--- config.mk ---
export PLATFORM = sky130hd
export DESIGN_NAME = operand_loader
export DESIGN_NICKNAME = d
export VERILOG_FILES = /design/src/rtl/operand_loader.sv
export SDC_FILE = /design/constraint.sdc
export NUM_CORES = 1
export LEC_CHECK = 0
export BUFFER_PORTS_ARGS = -buffer_cell sky130_fd_sc_hd__buf_2
export CELL_PAD_IN_SITES_DETAIL_PLACEMENT = 1
export CELL_PAD_IN_SITES_GLOBAL_PLACEMENT = 1
export CORE_MARGIN = 2
export CORE_UTILIZATION = 37
export CTS_BUF_LIST = sky130_fd_sc_hd__clkbuf_8 sky130_fd_sc_hd__clkbuf_16
export DETAILED_ROUTE_END_ITERATION = 10
export PLACE_DENSITY_LB_ADDON = 0.1
export RECOVER_POWER = 25
export SLEW_MARGIN = 20
export SYNTH_ARGS = -nofsm -noshare
export SYNTH_HDL_FRONTEND = slang
export SYNTH_SLANG_ARGS = --single-unit
--- constraint.sdc ---
create_clock -name clk_i -period 2.3 [get_ports clk_i]
set_input_delay 0.23 -clock clk_i [delete_from_list [all_inputs] [get_ports clk_i]]
set_output_delay 0.23 -clock clk_i [all_outputs]
set_load 0.02 [all_outputs]
--- src/rtl/operand_loader.sv ---
// -----------------------------------------------------------------------------
// operand_loader
//
// Front-end loader for the calculator's operand memory. It takes a stream of
// DATA_W-bit operands over a valid/ready handshake and packs each consecutive
// pair into one 2*DATA_W memory word. The first operand of a pair goes to the
// low half (SRAM A) and the second to the high half (SRAM B). Each word is
// written to the shared SRAM write port, walking a programmed, inclusive
// address range that may wrap through zero. done_o pulses once the final word
// has been written; it tells the downstream controller that memory is
// populated.
//
// Optional feature macro: OPERAND_LOADER_CKSUM_EN
//   defined   -> cksum_o accumulates the sum mod 2^DATA_W of the operands
//                accepted since the last accepted start
//   undefined -> no accumulator is built and cksum_o is tied to zero
//
// Ports
//   clk_i        : clock; all state changes on the rising edge
//   rst_i        : asynchronous active-low reset; clears all state
//   start_i      : start pulse, honoured only in IDLE
//   abort_i      : cancels a load in any non-IDLE state
//   base_addr_i  : first write address, captured on an accepted start
//   end_addr_i   : last write address (inclusive), captured on an accepted start
//   in_valid_i   : operand valid
//   in_data_i    : operand
//   in_ready_o   : loader can accept an operand (LOW/HIGH states)
//   write_o      : SRAM write strobe, active-high
//   w_addr_o     : SRAM write address
//   w_data_o     : packed write word {second, first}
//   busy_o       : high in every state except IDLE
//   done_o       : one-cycle pulse after the final word is written
//   cksum_o      : operand checksum (zero when the feature is disabled)
// -----------------------------------------------------------------------------
module operand_loader #(
    parameter int ADDR_W = 9,
    parameter int DATA_W = 32
) (
    input  logic                  clk_i,
    input  logic                  rst_i,
    input  logic                  start_i,
    input  logic                  abort_i,
    input  logic [ADDR_W-1:0]     base_addr_i,
    input  logic [ADDR_W-1:0]     end_addr_i,
    input  logic                  in_valid_i,
    input  logic [DATA_W-1:0]     in_data_i,
    output logic                  in_ready_o,
    output logic                  write_o,
    output logic [ADDR_W-1:0]     w_addr_o,
    output logic [2*DATA_W-1:0]   w_data_o,
    output logic                  busy_o,
    output logic                  done_o,
    output logic [DATA_W-1:0]     cksum_o
);

    localparam logic [2:0] S_IDLE  = 3'd0;
    localparam logic [2:0] S_LOW   = 3'd1;
    localparam logic [2:0] S_HIGH  = 3'd2;
    localparam logic [2:0] S_WRITE = 3'd3;
    localparam logic [2:0] S_DONE  = 3'd4;

    logic [2:0]          state_q, state_d;
    logic [ADDR_W-1:0]   addr_q,  addr_d;
    logic [ADDR_W-1:0]   end_q,   end_d;
    logic [2*DATA_W-1:0] data_q,  data_d;

    logic                start_acc_s;
    logic                accept_s;

    // A start is honoured only from IDLE. An operand counts as accepted only
    // when no abort arrives in the same cycle, because an abort discards any
    // partial word.
    assign start_acc_s = (state_q == S_IDLE) && start_i;
    assign accept_s    = in_ready_o && in_valid_i && !abort_i;

    // Next-state and datapath decode for the load sequence.
    always_comb begin
        state_d = state_q;
        addr_d  = addr_q;
        end_d   = end_q;
        data_d  = data_q;
        case (state_q)
            S_IDLE: begin
                if (start_i) begin
                    addr_d  = base_addr_i;
                    end_d   = end_addr_i;
                    state_d = S_LOW;
                end else begin
                    state_d = S_IDLE;
                end
            end
            S_LOW: begin
                if (abort_i) begin
                    state_d = S_IDLE;
                end else if (in_valid_i) begin
                    data_d[DATA_W-1:0] = in_data_i;
                    state_d            = S_HIGH;
                end else begin
                    state_d = S_LOW;
                end
            end
            S_HIGH: begin
                if (abort_i) begin
                    state_d = S_IDLE;
                end else if (in_valid_i) begin
                    data_d[2*DATA_W-1:DATA_W] = in_data_i;
                    state_d                   = S_WRITE;
                end else begin
                    state_d = S_HIGH;
                end
            end
            S_WRITE: begin
                // The strobe for this word is already on the port. An abort
                // lets it finish but skips both the address step and DONE.
                if (abort_i) begin
                    state_d = S_IDLE;
                end else if (addr_q == end_q) begin
                    state_d = S_DONE;
                end else begin
                    addr_d  = addr_q + ADDR_W'(1);
                    state_d = S_LOW;
                end
            end
            S_DONE: begin
                state_d = S_IDLE;
            end
            default: begin
                state_d = S_IDLE;
            end
        endcase
    end

    // State and datapath registers.
    always_ff @(posedge clk_i or negedge rst_i) begin
        if (!rst_i) begin
            state_q <= S_IDLE;
            addr_q  <= '0;
            end_q   <= '0;
            data_q  <= '0;
        end else begin
            state_q <= state_d;
            addr_q  <= addr_d;
            end_q   <= end_d;
            data_q  <= data_d;
        end
    end

`ifdef OPERAND_LOADER_CKSUM_EN
    logic [DATA_W-1:0] cksum_q, cksum_d;

    // Running operand sum: cleared on an accepted start and bumped on each
    // accepted operand. It holds through an abort, DONE and IDLE.
    always_comb begin
        cksum_d = cksum_q;
        if (start_acc_s) begin
            cksum_d = '0;
        end else if (accept_s) begin
            cksum_d = cksum_q + in_data_i;
        end else begin
            cksum_d = cksum_q;
        end
    end

    // Checksum register.
    always_ff @(posedge clk_i or negedge rst_i) begin
        if (!rst_i) begin
            cksum_q <= '0;
        end else begin
            cksum_q <= cksum_d;
        end
    end

    assign cksum_o = cksum_q;
`else
    logic unused_s;
    assign unused_s = start_acc_s ^ accept_s;
    assign cksum_o  = '0;
`endif

    // Status outputs are plain decodes of the state register. Because that
    // register resets asynchronously, write_o drops the moment rst_i asserts.
    assign in_ready_o = (state_q == S_LOW) || (state_q == S_HIGH);
    assign write_o    = (state_q == S_WRITE);
    assign busy_o     = (state_q != S_IDLE);
    assign done_o     = (state_q == S_DONE);
    assign w_addr_o   = addr_q;
    assign w_data_o   = data_q;

endmodule

==> Yosys cells after proc, flatten, opt, wreduce, memory -nomap -nowiden <==
Index checks and enable logic that the tools add are counted.
{ "classes": {"n_bitwise": 1, "shift": 0, "n_eq_ne": 8, "div": 0, "n_lt_le_gt_ge": 0, "n_addsub": 1, "n_mux": 12, "n_reduce_logical": 8, "multipliers": 0} }
{ "op_table": {"columns": ["op", "n"], "rows": [
  ["$mux 9", 3],
  ["$pmux 9 s2", 1],
  ["$pmux 3 s4", 1],
  ["$add 9x1->9 const B", 1],
  ["$eq 9x9->1", 1],
  ["$mux 3", 3],
  ["$eq 3x2->1 const B", 2],
  ["$ne 2x2->1 const B", 3],
  ["$reduce_and 3->1", 2],
  ["$mux 2", 2],
  ["$reduce_and 4->1", 1],
  ["$eq 3x1->1 const B", 1],
  ["$eq 3x3->1 const B", 1],
  ["$logic_not 3->1", 1],
  ["$reduce_bool 3->1", 1],
  ["$mux 1", 2],
  ["$reduce_and 2->1", 1],
  ["$reduce_bool 2->1", 1],
  ["$logic_or 1x1->1", 1],
  ["$not 1->1", 1]
]} }
{ "word_totals": {"mem_bits_rw": 0, "out_inout_bits": 109, "latchBits": 0, "n_memories": 0, "romBits": 0, "register_bits": 85} }

==> Longest topological paths before layout <==
{ "depth": {"depth_word": 4, "depth_mapped": 8, "mapped_depth_nobuf": 6} }

==> Worst setup path after synthesis <==
No wires, ideal clock.
{ "synth_timing": {"path_kind": "register to register", "startpoint": "reg addr_q[5] (netlist: w_addr_o[5])", "endpoint": "reg addr_q[1] (netlist: w_addr_o[1])", "setup_time_ns": 0.125, "t_arrival_ns": 1.533, "slack_ns": 0.641, "path_buffers": 0, "required_time_ns": 2.175, "path_stages_with_launch": 6, "cell_sequence": "dfrtp_1 xor2_1 a221oi_1 nand4_1 o21a_2 mux2_4"} }
{ "synth_via": {"elab_chain_len": 3} }
{ "synth_rtl": {"columns": ["item", "line_no", "text"], "rows": [
  ["from (decl)", "63", "logic [ADDR_W-1:0] addr_q, addr_d;"],
  ["from (signal assigned)", "142", "addr_q <= addr_d;"],
  ["$eq 9x9->1", "117", "end else if (addr_q == end_q) begin"],
  ["$ne 2x2->1 (no source line)", null, null],
  ["$reduce_and 4->1 (no source line)", null, null]
]} }
Every way passes these cells.
A chain may end at the register's enable or synchronous reset.

==> Worst setup path after layout <==
{ "layout_timing": {"startpoint": "reg state_q[0]", "endpoint": "out write_o"} }
{ "layout_via": {"elab_chain_len": 1} }
{ "layout_rtl": {"columns": ["item", "line_no", "text"], "rows": [
  ["from (decl)", "62", "logic [2:0] state_q, state_d;"],
  ["from (signal assigned)", "141", "state_q <= state_d;"],
  ["$eq 3x2->1", "183", "assign write_o = (state_q == S_WRITE);"],
  ["to (decl)", "48", "output logic write_o,"]
]} }
Every way passes these cells.

==> results.json <==
{
  "max_slew.worst_pin.slew_ns": 1.19,
  "cts_tree": "yes",
  "worst_min_path_class": "primary input to flop",
  "hold_viol_final": 0,
  "worstPathMaxFanout": 17,
  "post_route_cells_drive_above_1_share": 0.512,
  "finalSetupViolations": 0,
  "r2r_start": "state_q[0]",
  "sequentialPowerShare": 0.403,
  "clk_latency_ns": 0.35,
  "worst-endpoint-required_ns": 2.07,
  "powerDensity_nw_per_um2": 1360,
  "gp_routability_congestion": 0.781,
  "rows": 37,
  "initialDrtViolationCount": 38,
  "max_stage_delay_ns": 0.47,
  "slowest_stage": "sky130_fd_sc_hd__dfrtp_1",
  "mappedNetlistArea_um2": 3860,
  "floorplan.die.width_um": 106,
  "crit_path_start_kind": "flop",
  "synth_cell_types": 43,
  "mostFrequentLayoutCells": "sky130_fd_sc_hd__buf_2 (130), sky130_fd_sc_hd__dfrtp_1 (85), sky130_fd_sc_hd__mux2_2 (69)",
  "worst_hold_startpoint": "in_data_i[3]",
  "outcome": "finished clean",
  "detailedRoute.firstPassIterationCount": 4,
  "startpoint": "state_q[0]",
  "totalNegativeSetupSlack_ns": 0,
  "power.static_leakage_nw": 2.41,
  "vdd_drop_max_mv": 0.602,
  "fin_skew_ns": 0.0101,
  "via_per_inst": 4.69,
  "track_usage": 0.167,
  "post-route-min-period_ns": 2.11,
  "grt_antenna_before_repair": 0,
  "h-tree-depth": 3,
  "place.detailed.hpwl_mm": 6.65,
  "die_height_um": 106,
  "p_sw_frac": 0.401,
  "power.switching_w": 0.00261,
  "criticalPathCategory": "flop to primary output",
  "ys_async_sr_fraction": 1.00,
  "grt_overflow": 0,
  "setup_repair_after_global_routing_missed_its_margin": "false",
  "synth.yosys.seq_area_share": 0.551,
  "slew-limit-headroom": 0.207,
  "final-max-slew-violation-count": 0,
  "routed_wirelength_mm": 9.22,
  "syn-instance-count": 305,
  "cts.path.max_buffers": 2,
  "routed_wire_length_per_instance_um": 15.9,
  "initial_utilization": 0.377,
  "r2r_setup_slack_ns": 0.47,
  "boundary_pin_count": 164,
  "area_growth_syn_to_layout_pct": 24.2,
  "routed-via-count": 2717,
  "min_period_over_period": 0.917,
  "synth.ff_latch_count": 85,
  "avgSynthCellArea_um2": 12.7,
  "critical_path.endpoint_type": "primary output",
  "num_antenna_cells": 0,
  "max_cap_violations": 0,
  "drc_violation_count_after_routing": 0,
  "cellInternalPower_w": 0.00389,
  "primary_ff_master_synth": "sky130_fd_sc_hd__dfrtp_1",
  "placement.io_buffers": 131,
  "post_cts_hold_buffer_count": 1,
  "pin_count_of_the_biggest_net_entering_global_routing": 86,
  "crit_path_cell_trace": "nand2_1, or2_2, clkinv_1, buf_2",
  "post-cts-setup-buffers": 0,
  "cts-buffers-inserted": 9,
  "mostFrequentLayoutCell": "sky130_fd_sc_hd__buf_2",
  "ys_warn_count": 0,
  "achievable-frequency_ghz": 0.474,
  "nNetsFinal": 496,
  "first_pass_grt_wire_length_mm": 14.8,
  "root_buffer_master": "sky130_fd_sc_hd__clkbuf_8",
  "arrival_time_reported_for_the_critical_path_endpoint_ns": 1.88,
  "die_footprint_um2": 11300,
  "cts.clk_slew.worst_paths_ns": 0.09,
  "area_of_the_core_um2": 10200,
  "total_clock_sinks": 85,
  "synth_edf_count": 0,
  "comb_power_share": 0.421,
  "cts_resized": 0,
  "postRouteAntennaNets": 0,
  "grt_pass1_vias": 2860,
  "stdcell_area_um2": 4790,
  "dpl_cell_area_um2": 4580,
  "pwr-share-clk": 0.177,
  "number_of_fill_cells": 1125
}
[worst max-delay path, delay by kind of cell, from the launching register on]
family / cells / cell delay [ns]
and+or+nand+nor: 2 / 0.33
DFF: 1 / 0.47
buffers and inverters: 2 / 0.73
[flip-flops by register name (all words and copies together), names as in the netlist]
| register | count |
|---|---|
| end_q | 9 |
| w_data_o | 64 |
| w_addr_o | 9 |
| state_q | 3 |
[cell usage after synthesis (3+ instances only)]
| cell type | instances | area share |
|---|---|---|
| sky130_fd_sc_hd__a21oi_1 | 3 | 0.0039 |
| sky130_fd_sc_hd__a22oi_1 | 4 | 0.0078 |
| sky130_fd_sc_hd__buf_2 | 11 | 0.014 |
| sky130_fd_sc_hd__buf_4 | 33 | 0.064 |
| sky130_fd_sc_hd__dfrtp_1 | 85 | 0.55 |
| sky130_fd_sc_hd__inv_1 | 9 | 0.0088 |
| sky130_fd_sc_hd__mux2_2 | 69 | 0.20 |
| sky130_fd_sc_hd__nand2_1 | 16 | 0.016 |
| sky130_fd_sc_hd__nand3_1 | 5 | 0.0065 |
| sky130_fd_sc_hd__nand4_1 | 4 | 0.0065 |
| sky130_fd_sc_hd__nor2_1 | 6 | 0.0058 |
| sky130_fd_sc_hd__nor3_1 | 6 | 0.0078 |
| sky130_fd_sc_hd__o211ai_1 | 5 | 0.0097 |
| sky130_fd_sc_hd__o21ai_0 | 7 | 0.0091 |
| sky130_fd_sc_hd__xor2_1 | 7 | 0.016 |
[stage by stage]
stage	hold slack (ns)	utilization	total power (W)	std cells	setup WS (ns)
final	0.107	0.468	0.00650	579	0.191
after global routing	0.0958	0.468	0.00694	579	0.0211
after CTS	0.0847	0.469	0.00660	579	0.151
after detailed placement	0.309	0.448	0.00542	564	0.455
after global placement	0.307	0.448	0.00535	564	0.512
after floorplan	-0.0656	-	0.00440	336	0.641
[metal layers]
metal | wire length (µm) | vias to the layer above | global-route usage
met5 | 0 | - | 0
met4 | 61 | 0 | 0.0451
met3 | 771 | 5 | 0.0662
met2 | 4250 | 92 | 0.255
met1 | 4130 | 1354 | 0.222
li1 | - | 1266 | -
[final timing paths]
path                                     end  cells past startpoint
max in group asynchronous        w_addr_o[0]                      3
min in group asynchronous        w_addr_o[5]                      3
worst min register to register  w_data_o[35]                      1
worst max-delay path                 write_o                      4
worst min-delay path            w_data_o[35]                      2
worst max register to register   w_addr_o[1]                      6
[power by group through the flow]
stage               clock (W)  combinational, W  sequential, W
finish                0.00115           0.00273        0.00262
global route          0.00126           0.00296        0.00272
CTS                   0.00119           0.00278        0.00263
detailed placement          0           0.00278        0.00264
global placement            0           0.00274        0.00261
floorplan                   0           0.00107        0.00334
[cells by family (layout without fill, tap and decap cells)]
family / after synthesis / after routing / share of synthesized area
compound gates: 36 / 36 / 0.0674
other cells: 1 / 32 / 0.000972
xor+xnor: 8 / 8 / 0.0182
fa+ha+maj: 1 / 1 / 0.00324
mux: 72 / 72 / 0.211
simple gates: 46 / 46 / 0.0577
buf+inv: 56 / 163 / 0.0901
flops: 85 / 85 / 0.551
[cell type report]
type                       count  area (µm²)  share of cell area
sequential                    85        2130               0.444
clock inverter                 5        85.1              0.0178
tap                          136         170              0.0355
timing repair buffer         138         738               0.154
multi-input combinational    195        1510               0.314
clock buffer                   9         124              0.0259
inverter                      11        41.3             0.00862
Note: power is estimated with default switching activity, not from simulation.
